--- src/rtl/lru_tracker.sv ---
// -----------------------------------------------------------------------------
// lru_tracker
//
// Least-recently-used tracker over N_ITEMS request lines with a DEPTH-entry
// recency list (slot 0 = most recent). Accesses are stepped by an external
// tick strobe. A request is latched in IDLE and committed one clock later in
// UPDATE, independent of tick. A request that is still held afterwards is
// not counted again until every line has been released (HOLD).
//
// Optional feature macro: LRU_STATS_EN (adds saturating hit/miss counters).
//
// Ports:
//   clk       system clock
//   rst       asynchronous active-high reset, clears all state
//   tick      single-cycle step strobe
//   req       access requests, bit k requests item id k+1 (req[0] has priority)
//   resident  bit k high while id k+1 is in the list
//   mru_id    id in slot 0 (0 when empty)
//   lru_id    id in the deepest occupied slot (0 when empty)
//   full      every slot occupied
//   hit       one-cycle pulse, committed access was resident
//   miss      one-cycle pulse, committed access was not resident
//   evict     one-cycle pulse, a miss dropped a non-zero id
//   evict_id  dropped id, valid with evict, held otherwise
//   hit_cnt   (LRU_STATS_EN) saturating hit counter
//   miss_cnt  (LRU_STATS_EN) saturating miss counter
// -----------------------------------------------------------------------------
module lru_tracker #(
  parameter int N_ITEMS = 4,
  parameter int DEPTH   = 3,
`ifdef LRU_STATS_EN
  parameter int STATS_W = 8,
`endif
  localparam int IDX_W  = $clog2(N_ITEMS + 1)
) (
  input  logic               clk,
  input  logic               rst,
  input  logic               tick,
  input  logic [N_ITEMS-1:0] req,
  output logic [N_ITEMS-1:0] resident,
  output logic [IDX_W-1:0]   mru_id,
  output logic [IDX_W-1:0]   lru_id,
  output logic               full,
  output logic               hit,
  output logic               miss,
  output logic               evict,
  output logic [IDX_W-1:0]   evict_id
`ifdef LRU_STATS_EN
  ,
  output logic [STATS_W-1:0] hit_cnt,
  output logic [STATS_W-1:0] miss_cnt
`endif
);

  typedef enum logic [1:0] {
    ST_INIT   = 2'd0,
    ST_IDLE   = 2'd1,
    ST_UPDATE = 2'd2,
    ST_HOLD   = 2'd3
  } state_t;

  localparam logic [IDX_W-1:0] ID_NONE = {IDX_W{1'b0}};

  state_t             state_q, state_d;
  logic [IDX_W-1:0]   pend_q, pend_d;
  logic [IDX_W-1:0]   slot_q [DEPTH];
  logic [IDX_W-1:0]   slot_d [DEPTH];
  logic [N_ITEMS-1:0] resident_q, resident_d;
  logic [IDX_W-1:0]   mru_q, mru_d;
  logic [IDX_W-1:0]   lru_q, lru_d;
  logic               full_q, full_d;
  logic               hit_q, hit_d;
  logic               miss_q, miss_d;
  logic               evict_q, evict_d;
  logic [IDX_W-1:0]   evict_id_q, evict_id_d;

  logic [IDX_W-1:0]   pick_s;
  logic [DEPTH-1:0]   hit_vec_s;
  logic [DEPTH-1:0]   shift_s;
  logic               hit_s;
  logic [IDX_W-1:0]   shifted_s [DEPTH];

  // Pick the lowest-numbered active request line as the candidate id.
  always_comb begin
    pick_s = ID_NONE;
    for (int k = N_ITEMS - 1; k >= 0; k--) begin
      pick_s = req[k] ? IDX_W'(k + 1) : pick_s;
    end
  end

  // Look up the pending id and build the list as it looks after the commit.
  always_comb begin
    logic acc_s;
    acc_s = 1'b0;
    for (int i = 0; i < DEPTH; i++) begin
      hit_vec_s[i] = (slot_q[i] == pend_q) && (pend_q != ID_NONE);
    end
    // shift_s[i] is set when the hit lies at slot i or deeper, so slot i must
    // take its upper neighbour; on a miss every slot shifts.
    for (int i = DEPTH - 1; i >= 0; i--) begin
      acc_s      = acc_s | hit_vec_s[i];
      shift_s[i] = acc_s;
    end
    hit_s        = |hit_vec_s;
    shifted_s[0] = pend_q;
    for (int i = 1; i < DEPTH; i++) begin
      if (!hit_s || shift_s[i]) begin
        shifted_s[i] = slot_q[i-1];
      end else begin
        shifted_s[i] = slot_q[i];
      end
    end
  end

  // FSM next state, list update and event pulses.
  always_comb begin
    state_d    = state_q;
    pend_d     = pend_q;
    slot_d     = slot_q;
    hit_d      = 1'b0;
    miss_d     = 1'b0;
    evict_d    = 1'b0;
    evict_id_d = evict_id_q;
    case (state_q)
      ST_INIT: begin
        if (tick) begin
          state_d = ST_IDLE;
        end else begin
          state_d = ST_INIT;
        end
      end
      ST_IDLE: begin
        if (tick && (|req)) begin
          pend_d  = pick_s;
          state_d = ST_UPDATE;
        end else begin
          state_d = ST_IDLE;
        end
      end
      ST_UPDATE: begin
        // Commit does not wait for tick.
        state_d = ST_HOLD;
        slot_d  = shifted_s;
        hit_d   = hit_s;
        miss_d  = !hit_s;
        if (!hit_s && (slot_q[DEPTH-1] != ID_NONE)) begin
          evict_d    = 1'b1;
          evict_id_d = slot_q[DEPTH-1];
        end else begin
          evict_d    = 1'b0;
        end
      end
      ST_HOLD: begin
        if (tick && (req == {N_ITEMS{1'b0}})) begin
          state_d = ST_IDLE;
        end else begin
          state_d = ST_HOLD;
        end
      end
      default: begin
        state_d = ST_INIT;
      end
    endcase
  end

  // Status views of the next list, registered together with the list itself.
  always_comb begin
    resident_d = {N_ITEMS{1'b0}};
    lru_d      = ID_NONE;
    full_d     = 1'b1;
    mru_d      = slot_d[0];
    for (int i = 0; i < DEPTH; i++) begin
      // Occupied slots are contiguous, so the last non-zero one is the LRU.
      lru_d  = (slot_d[i] != ID_NONE) ? slot_d[i] : lru_d;
      full_d = full_d & (slot_d[i] != ID_NONE);
    end
    for (int k = 0; k < N_ITEMS; k++) begin
      for (int i = 0; i < DEPTH; i++) begin
        resident_d[k] = resident_d[k] | (slot_d[i] == IDX_W'(k + 1));
      end
    end
  end

  // State, list and output registers.
  always_ff @(posedge clk or posedge rst) begin
    if (rst) begin
      state_q    <= ST_INIT;
      pend_q     <= ID_NONE;
      for (int i = 0; i < DEPTH; i++) begin
        slot_q[i] <= ID_NONE;
      end
      resident_q <= {N_ITEMS{1'b0}};
      mru_q      <= ID_NONE;
      lru_q      <= ID_NONE;
      full_q     <= 1'b0;
      hit_q      <= 1'b0;
      miss_q     <= 1'b0;
      evict_q    <= 1'b0;
      evict_id_q <= ID_NONE;
    end else begin
      state_q    <= state_d;
      pend_q     <= pend_d;
      slot_q     <= slot_d;
      resident_q <= resident_d;
      mru_q      <= mru_d;
      lru_q      <= lru_d;
      full_q     <= full_d;
      hit_q      <= hit_d;
      miss_q     <= miss_d;
      evict_q    <= evict_d;
      evict_id_q <= evict_id_d;
    end
  end

  assign resident = resident_q;
  assign mru_id   = mru_q;
  assign lru_id   = lru_q;
  assign full     = full_q;
  assign hit      = hit_q;
  assign miss     = miss_q;
  assign evict    = evict_q;
  assign evict_id = evict_id_q;

`ifdef LRU_STATS_EN
  logic [STATS_W-1:0] hit_cnt_q, hit_cnt_d;
  logic [STATS_W-1:0] miss_cnt_q, miss_cnt_d;

  // Saturating counters advanced on the same edge that raises the pulse.
  always_comb begin
    if (hit_d && (hit_cnt_q != {STATS_W{1'b1}})) begin
      hit_cnt_d = hit_cnt_q + STATS_W'(1);
    end else begin
      hit_cnt_d = hit_cnt_q;
    end
    if (miss_d && (miss_cnt_q != {STATS_W{1'b1}})) begin
      miss_cnt_d = miss_cnt_q + STATS_W'(1);
    end else begin
      miss_cnt_d = miss_cnt_q;
    end
  end

  // Statistic counter registers.
  always_ff @(posedge clk or posedge rst) begin
    if (rst) begin
      hit_cnt_q  <= {STATS_W{1'b0}};
      miss_cnt_q <= {STATS_W{1'b0}};
    end else begin
      hit_cnt_q  <= hit_cnt_d;
      miss_cnt_q <= miss_cnt_d;
    end
  end

  assign hit_cnt  = hit_cnt_q;
  assign miss_cnt = miss_cnt_q;
`endif

endmodule

--- config.mk ---
export PLATFORM = sky130hd
export DESIGN_NAME = lru_tracker
export DESIGN_NICKNAME = d
export VERILOG_FILES = /design/src/rtl/lru_tracker.sv
export SDC_FILE = /design/constraint.sdc
export NUM_CORES = 1
export LEC_CHECK = 0
export ABC_AREA = 1
export BUFFER_PORTS_ARGS = -buffer_cell sky130_fd_sc_hd__buf_2
export CAP_MARGIN = 10
export CORE_MARGIN = 2
export CORE_UTILIZATION = 50
export CTS_BUF_LIST = sky130_fd_sc_hd__clkbuf_4
export CTS_CLUSTER_DIAMETER = 150
export DETAILED_ROUTE_END_ITERATION = 16
export PLACE_DENSITY = 0.69
export SYNTH_ARGS = -nofsm -noshare
export SYNTH_HDL_FRONTEND = slang
export SYNTH_SLANG_ARGS = --single-unit
--- constraint.sdc ---
create_clock -name clk -period 3.3 [get_ports clk]
set_input_delay 0.165 -clock clk [delete_from_list [all_inputs] [get_ports clk]]
set_output_delay 0.165 -clock clk [all_outputs]
set_load 0.02 [all_outputs]
==> results of run 1 <==
-- registers in the layout, summed over array words and instances (netlist names) --
register  cells
resident      4
evict         1
pend_q        3
evict_id      3
miss          1
mru_id        3
state_q       2
hit           1
slot_q        6
lru_id        3
full          1
-- layout make-up --
class                   count  share of cell area
clock buffers               3             0.01329
multi-input cells         125              0.4003
inverters                  29             0.06425
clock inverters             1             0.01773
repair buffers             23             0.06795
flip-flops and latches     28              0.4136
well taps                  31             0.02290
-- power by group --
part / internal, mW / switching [mW]
logic: 0.266 / 0.552
registers: 0.469 / 0.105
clock network: 0.123 / 0.0993
total: 0.858 / 0.756
-- metal layers --
layer	vias up	routed length, microns	GRT usage
met2	30	1314	0.3063
met3	2	125	0.02183
li1	634	-	-
met4	0	15	0.06818
met1	575	1461	0.2768
met5	-	0	0
-- synthesized netlist by cell type, types with 4 or more instances --
| library cell | instances | area [sq um] |
|---|---|---|
| nor2_1 | 11 | 41.29 |
| nor2_4 | 4 | 45.04 |
| nand4_1 | 4 | 25.02 |
| inv_2 | 9 | 33.78 |
| dfrtp_1 | 28 | 700.7 |
| nand2_1 | 46 | 172.7 |
| nand2_2 | 12 | 75.07 |
| o21ai_0 | 4 | 20.02 |
| nand3_1 | 14 | 70.07 |
| nand2_4 | 4 | 45.04 |
| inv_1 | 19 | 71.32 |
| o21ai_1 | 4 | 20.02 |
-- critical path, cell delays in order, from the launching register on --
cell     delay, ns
dfrtp_1       0.50
inv_2         0.13
nand2_1       0.06
nand2_1       0.05
nand2_1       0.12
nor2_2        0.21
nand3_2       0.11
nand2_1       0.07
nand3_1       0.09
nand2_2       0.13
nand2_1       0.10
o21ai_1       0.15
nand2_1       0.07
nand2_1       0.05
-- final timing paths --
path,slack (ns),endpoint,startpoint,cells past startpoint
min in group asynchronous,0.06,evict_id[2]$_DFFE_PP0P_,rst,2
max reg2reg,1.40,lru_id[0]$_DFF_PP0_,pend_q[1]$_DFFE_PP0P_,13
max,1.40,lru_id[0]$_DFF_PP0_,pend_q[1]$_DFFE_PP0P_,13
min,0.04,pend_q[1]$_DFFE_PP0P_,req[0],2
min reg2reg,0.50,evict_id[1]$_DFFE_PP0P_,evict_id[1]$_DFFE_PP0P_,2
max in group asynchronous,2.63,resident[2]$_DFF_PP0_,rst,2
-- layout by cell type (no fill, tap or decap), types with 2 or more instances in the layout --
cell type  instances
nand4_1            4
inv_2              9
nor2_2             2
or2_2              3
o21ai_1            4
clkbuf_4           3
nand2_4            4
o211ai_1           2
dfrtp_1           28
o21ai_0            4
nand3_1           14
nor2_4             4
o31ai_1            2
a21oi_1            2
nor2_1            11
o21ai_2            3
inv_1             19
buf_2             23
nor3_1             3
nand2_2           12
nand2_1           46
-- cell families after synthesis --
logic type / count (synthesis) / share of synthesized area
flip-flops: 28 / 0.4624
AND/OR/NAND/NOR: 104 / 0.3501
AO/OA/AOI/OAI: 21 / 0.09745
buffers and inverters: 33 / 0.09000
==> impl_metrics.toml, run 1 <==
[final_layout]
fin_util = 0.5989
nets = 217
instances_no_fill = 240
final-seq-area_sq_um = 700.7
diodes = 0
fillers = 249
post-route-cell-area_sq_um = 1694
area_delta_synth_final_pct = 11.81
multi_input_area_sq_um = 678.2
layout-drive-gt1-share = 0.3206

[power_and_ir_drop]
power.density_nw_per_um2 = 953.0
leakage_nw = 0.9031
p_total_mw = 1.614
ir_drop_mv = 0.5062

[drt]
viasPerCell = 5.171
totalWireLength_microns = 2917
drtIter0Drc = 39
dr.pass1.iters = 4
num_vias = 1241
avgRoutedWirePerCell_microns = 12.15
ant_nets = 0
route.detailed.drc = 0

[synth]
synth-edff-count = 0
syn_nets = 193
synth_seq_cells = 28
yosysSeqAreaShare = 0.4624
synthCells = 186
ys.flop_type = "dfrtp_1"
syn-cell-area_sq_um = 1515
async_reset_ff_frac = 1.000
avgSynthCellArea_sq_um = 8.146
synth_warnings = 0
synth_cell_types = 27

[floorplanning]
die_w_microns = 59.05
io_pins = 24
initial_core_util = 0.5356
rows = 19
die_area_sq_um = 3487
die_h_microns = 59.05
fp.coreArea_sq_um = 2829

[global_route]
grt_pass1_wl_microns = 5119
track_usage = 0.1938
antenna_found_initial = 0
grt_pass1_vias = 1161
grt.overflow.total = 0
grt_max_degree = 29

[timing]
max_clock_freq_mhz = 526.0
fin_setup_tns_ns = 0
period_share = 0.5762
setup_viol = 0
finalWorstSetupSlack_ns = 1.399
hold_slack_ns = 0.04391
min_period_ns = 1.901
tightest_slew_ns = 1.021
final-hold-violation-count = 0
report.final.slew_viol_count = 0
clock_skew_ns = 0.007117
maxSlewHeadroom = 0.3183
rsz0062_at_grt = "false"

[worst_hold_path]
holdCritPathClass = "in -> reg"

[placement]
dp_cells = 236
preCtsSetupSlack_ns = 1.429
place.gp.congestion = 0.8897
post-dp-hpwl_microns = 2251
dpl-instance-area_sq_um = 1642
io_buffers = 23

[cts]
cts_root_buf = "clkbuf_4"
clk_pin_slew_ns = 0.15
cts_hold_repair.buffers = 0
cts_tree = "done"
insertion_delay_ns = 0.32
cts_resized = 0
clock_tree.buffer_depth = 2
numClockSinks = 28
cts_made_buffers = 3
post-cts-setup-buffers = 0
htreeDepth = 1

[critical_path]
cp.arrival_ns = 2.17
cp.required_ns = 3.57
start_kind = "flop"
crit_type = "reg -> reg"
critPathMaxFanout = 6
cp-end-kind = "flop"

[job]
maxCapViolations = 0

[outcome]
status = "finished clean"
Note: power is estimated with default switching activity, not from simulation.
==> run 2: changes to the inputs <==
PLACE_DENSITY = 0.72   (was 0.69)
clock period = 1.7 ns   (was 3.3 ns; I/O delays follow)
==> impl_metrics.toml, run 2 (same netlist as run 1, synthesis figures left out) <==
[outcome]
status = "complete, but fails checks"
violations = "negative setup slack"

[floorplanning]
initial_core_util = 0.5356
die_h_microns = 59.05
die_w_microns = 59.05
die_area_sq_um = 3487
io_pins = 24
fp.coreArea_sq_um = 2829
rows = 19

[final_layout]
layout-drive-gt1-share = 0.5020
largest_reg_flops = 6
area_delta_synth_final_pct = 43.43
post-route-cell-area_sq_um = 2173
final_cell_mix = "nand2_1 (35), buf_4 (28), dfrtp_1 (26)"
fin_util = 0.7682
diodes = 0
regMostFlops = "slot_q"
nets = 253
final_common_cell = "nand2_1"

[global_route]
track_usage = 0.2352
grt.overflow.total = 0
antenna_found_initial = 0
grt_pass1_wl_microns = 6244
grt_max_degree = 29
grt_pass1_vias = 1394

[timing]
period_share = 1.070
min_period_ns = 1.819
setup_viol = 8
clock_skew_ns = 0.003111
rsz0062_at_grt = "true"
finalWorstSetupSlack_ns = -0.1190
report.final.slew_viol_count = 0
max_clock_freq_mhz = 549.8
maxSlewHeadroom = 0.7592
tightest_slew_ns = 0.3612
final-hold-violation-count = 0

[critical_path]
crit_type = "reg -> reg"
cp.arrival_ns = 2.10
cp-end-kind = "flop"
r2r-start = "pend_q[1]$_DFFE_PP0P_"
cp.required_ns = 1.98
start_kind = "flop"
startpoint = "pend_q[1]$_DFFE_PP0P_"
critPathMaxFanout = 6
endpoint = "resident[2]$_DFF_PP0_"
timing.rr.end = "resident[2]$_DFF_PP0_"
rr_worst_depth = 13
r2r_slack_ns = -0.12

[drt]
ant_nets = 0
route.detailed.drc = 0
viasPerCell = 5.250
avgRoutedWirePerCell_microns = 14.53
drtIter0Drc = 93
num_vias = 1449
totalWireLength_microns = 4011
dr.pass1.iters = 6

[cts]
cts_tree = "done"
htreeDepth = 1
cts_made_buffers = 3
clock_tree.buffer_depth = 2
cts_root_buf = "clkbuf_4"
clk_pin_slew_ns = 0.16
numClockSinks = 28
insertion_delay_ns = 0.33

[power_and_ir_drop]
ir_drop_mv = 1.131
p_total_mw = 4.017
power.density_nw_per_um2 = 1848
leakage_nw = 1.114

[job]
maxCapViolations = 0

[placement]
place.gp.congestion = 0.8679
io_buffers = 23
dpl-instance-area_sq_um = 1777
post-dp-hpwl_microns = 2531

[worst_hold_path]
holdCritPathClass = "in -> reg"
hold_path.startpoint = "req[3]"
==> run 2: worst min-delay path by stage <==
stage | to | slack (ns) | depth (start not counted)
2_1_floorplan | evict$_DFF_PP0_ | 0.15 | 1
3_3_place_gp | evict$_DFF_PP0_ | 0.16 | 3
3_5_place_dp | evict$_DFF_PP0_ | 0.17 | 3
4_1_cts | pend_q[1]$_DFFE_PP0P_ | 0.08 | 3
5_1_grt | pend_q[1]$_DFFE_PP0P_ | 0.10 | 3
6_report | state_q[1]$_DFF_PP0_ | 0.09 | 4
==> run 2: timing repair <==
| item | in CTS | in global routing |
|---|---|---|
| pin swaps | 13 | 12 |
| gates resized for setup | 16 | 32 |
| cloned | 0 | 0 |
| endpoints found under the hold margin | 30 | 0 |
| setup buffers | 9 | 6 |
| setup endpoints to repair | 11 | 14 |
| hold buffers | 3 | 0 |
==> run 2: final cells by class <==
class | instances | area, sq um
clock buffer | 3 | 22.52
clock inverter | 1 | 30.03
fill | 185 | 655.6
inverter | 29 | 111.4
multi-input combinational | 125 | 855.8
sequential | 28 | 703.2
tap | 31 | 38.79
timing repair buffer | 59 | 411.6
==> run 2: worst max-delay path, stage by stage, from the launching register on <==
cell and delay (ns):
dfrtp_2 0.50, buf_6 0.15, nand2_4 0.06, nand2_4 0.05, nor2_4 0.12, nand2_4 0.09, o21ai_4 0.09, nand2_4 0.09
nand2_8 0.12, nand2_4 0.06, o21ai_4 0.09, buf_4 0.16, nand3_1 0.11, nand3_1 0.09
==> run 2: routing by layer <==
metal,global-route usage,share of wire,vias up
li1,-,-,701
met1,0.3106,0.40,693
met2,0.3873,0.52,50
met3,0.05895,0.062,5
met4,0.06169,0.011,0
met5,0,0,-
==> run 2: power by group <==
part | switching [mW] | leakage, nW | internal, mW
sequential | 0.200 | 0.332 | 0.914
combinational | 1.45 | 0.754 | 1.00
clock | 0.209 | 0.0279 | 0.238
==> run 2: through the flow <==
stage	setup WS, ns	cells	hold slack [ns]	setup TNS, ns
6_report	-0.1190	276	0.09155	-0.7603
5_1_grt	-0.2181	276	0.1013	-1.796
4_1_cts	-0.05596	270	0.08276	-0.3212
3_5_place_dp	-0.1501	254	0.1699	-0.9165
3_3_place_gp	-0.1171	254	0.1576	-0.6842
2_1_floorplan	0.1273	186	0.1504	0
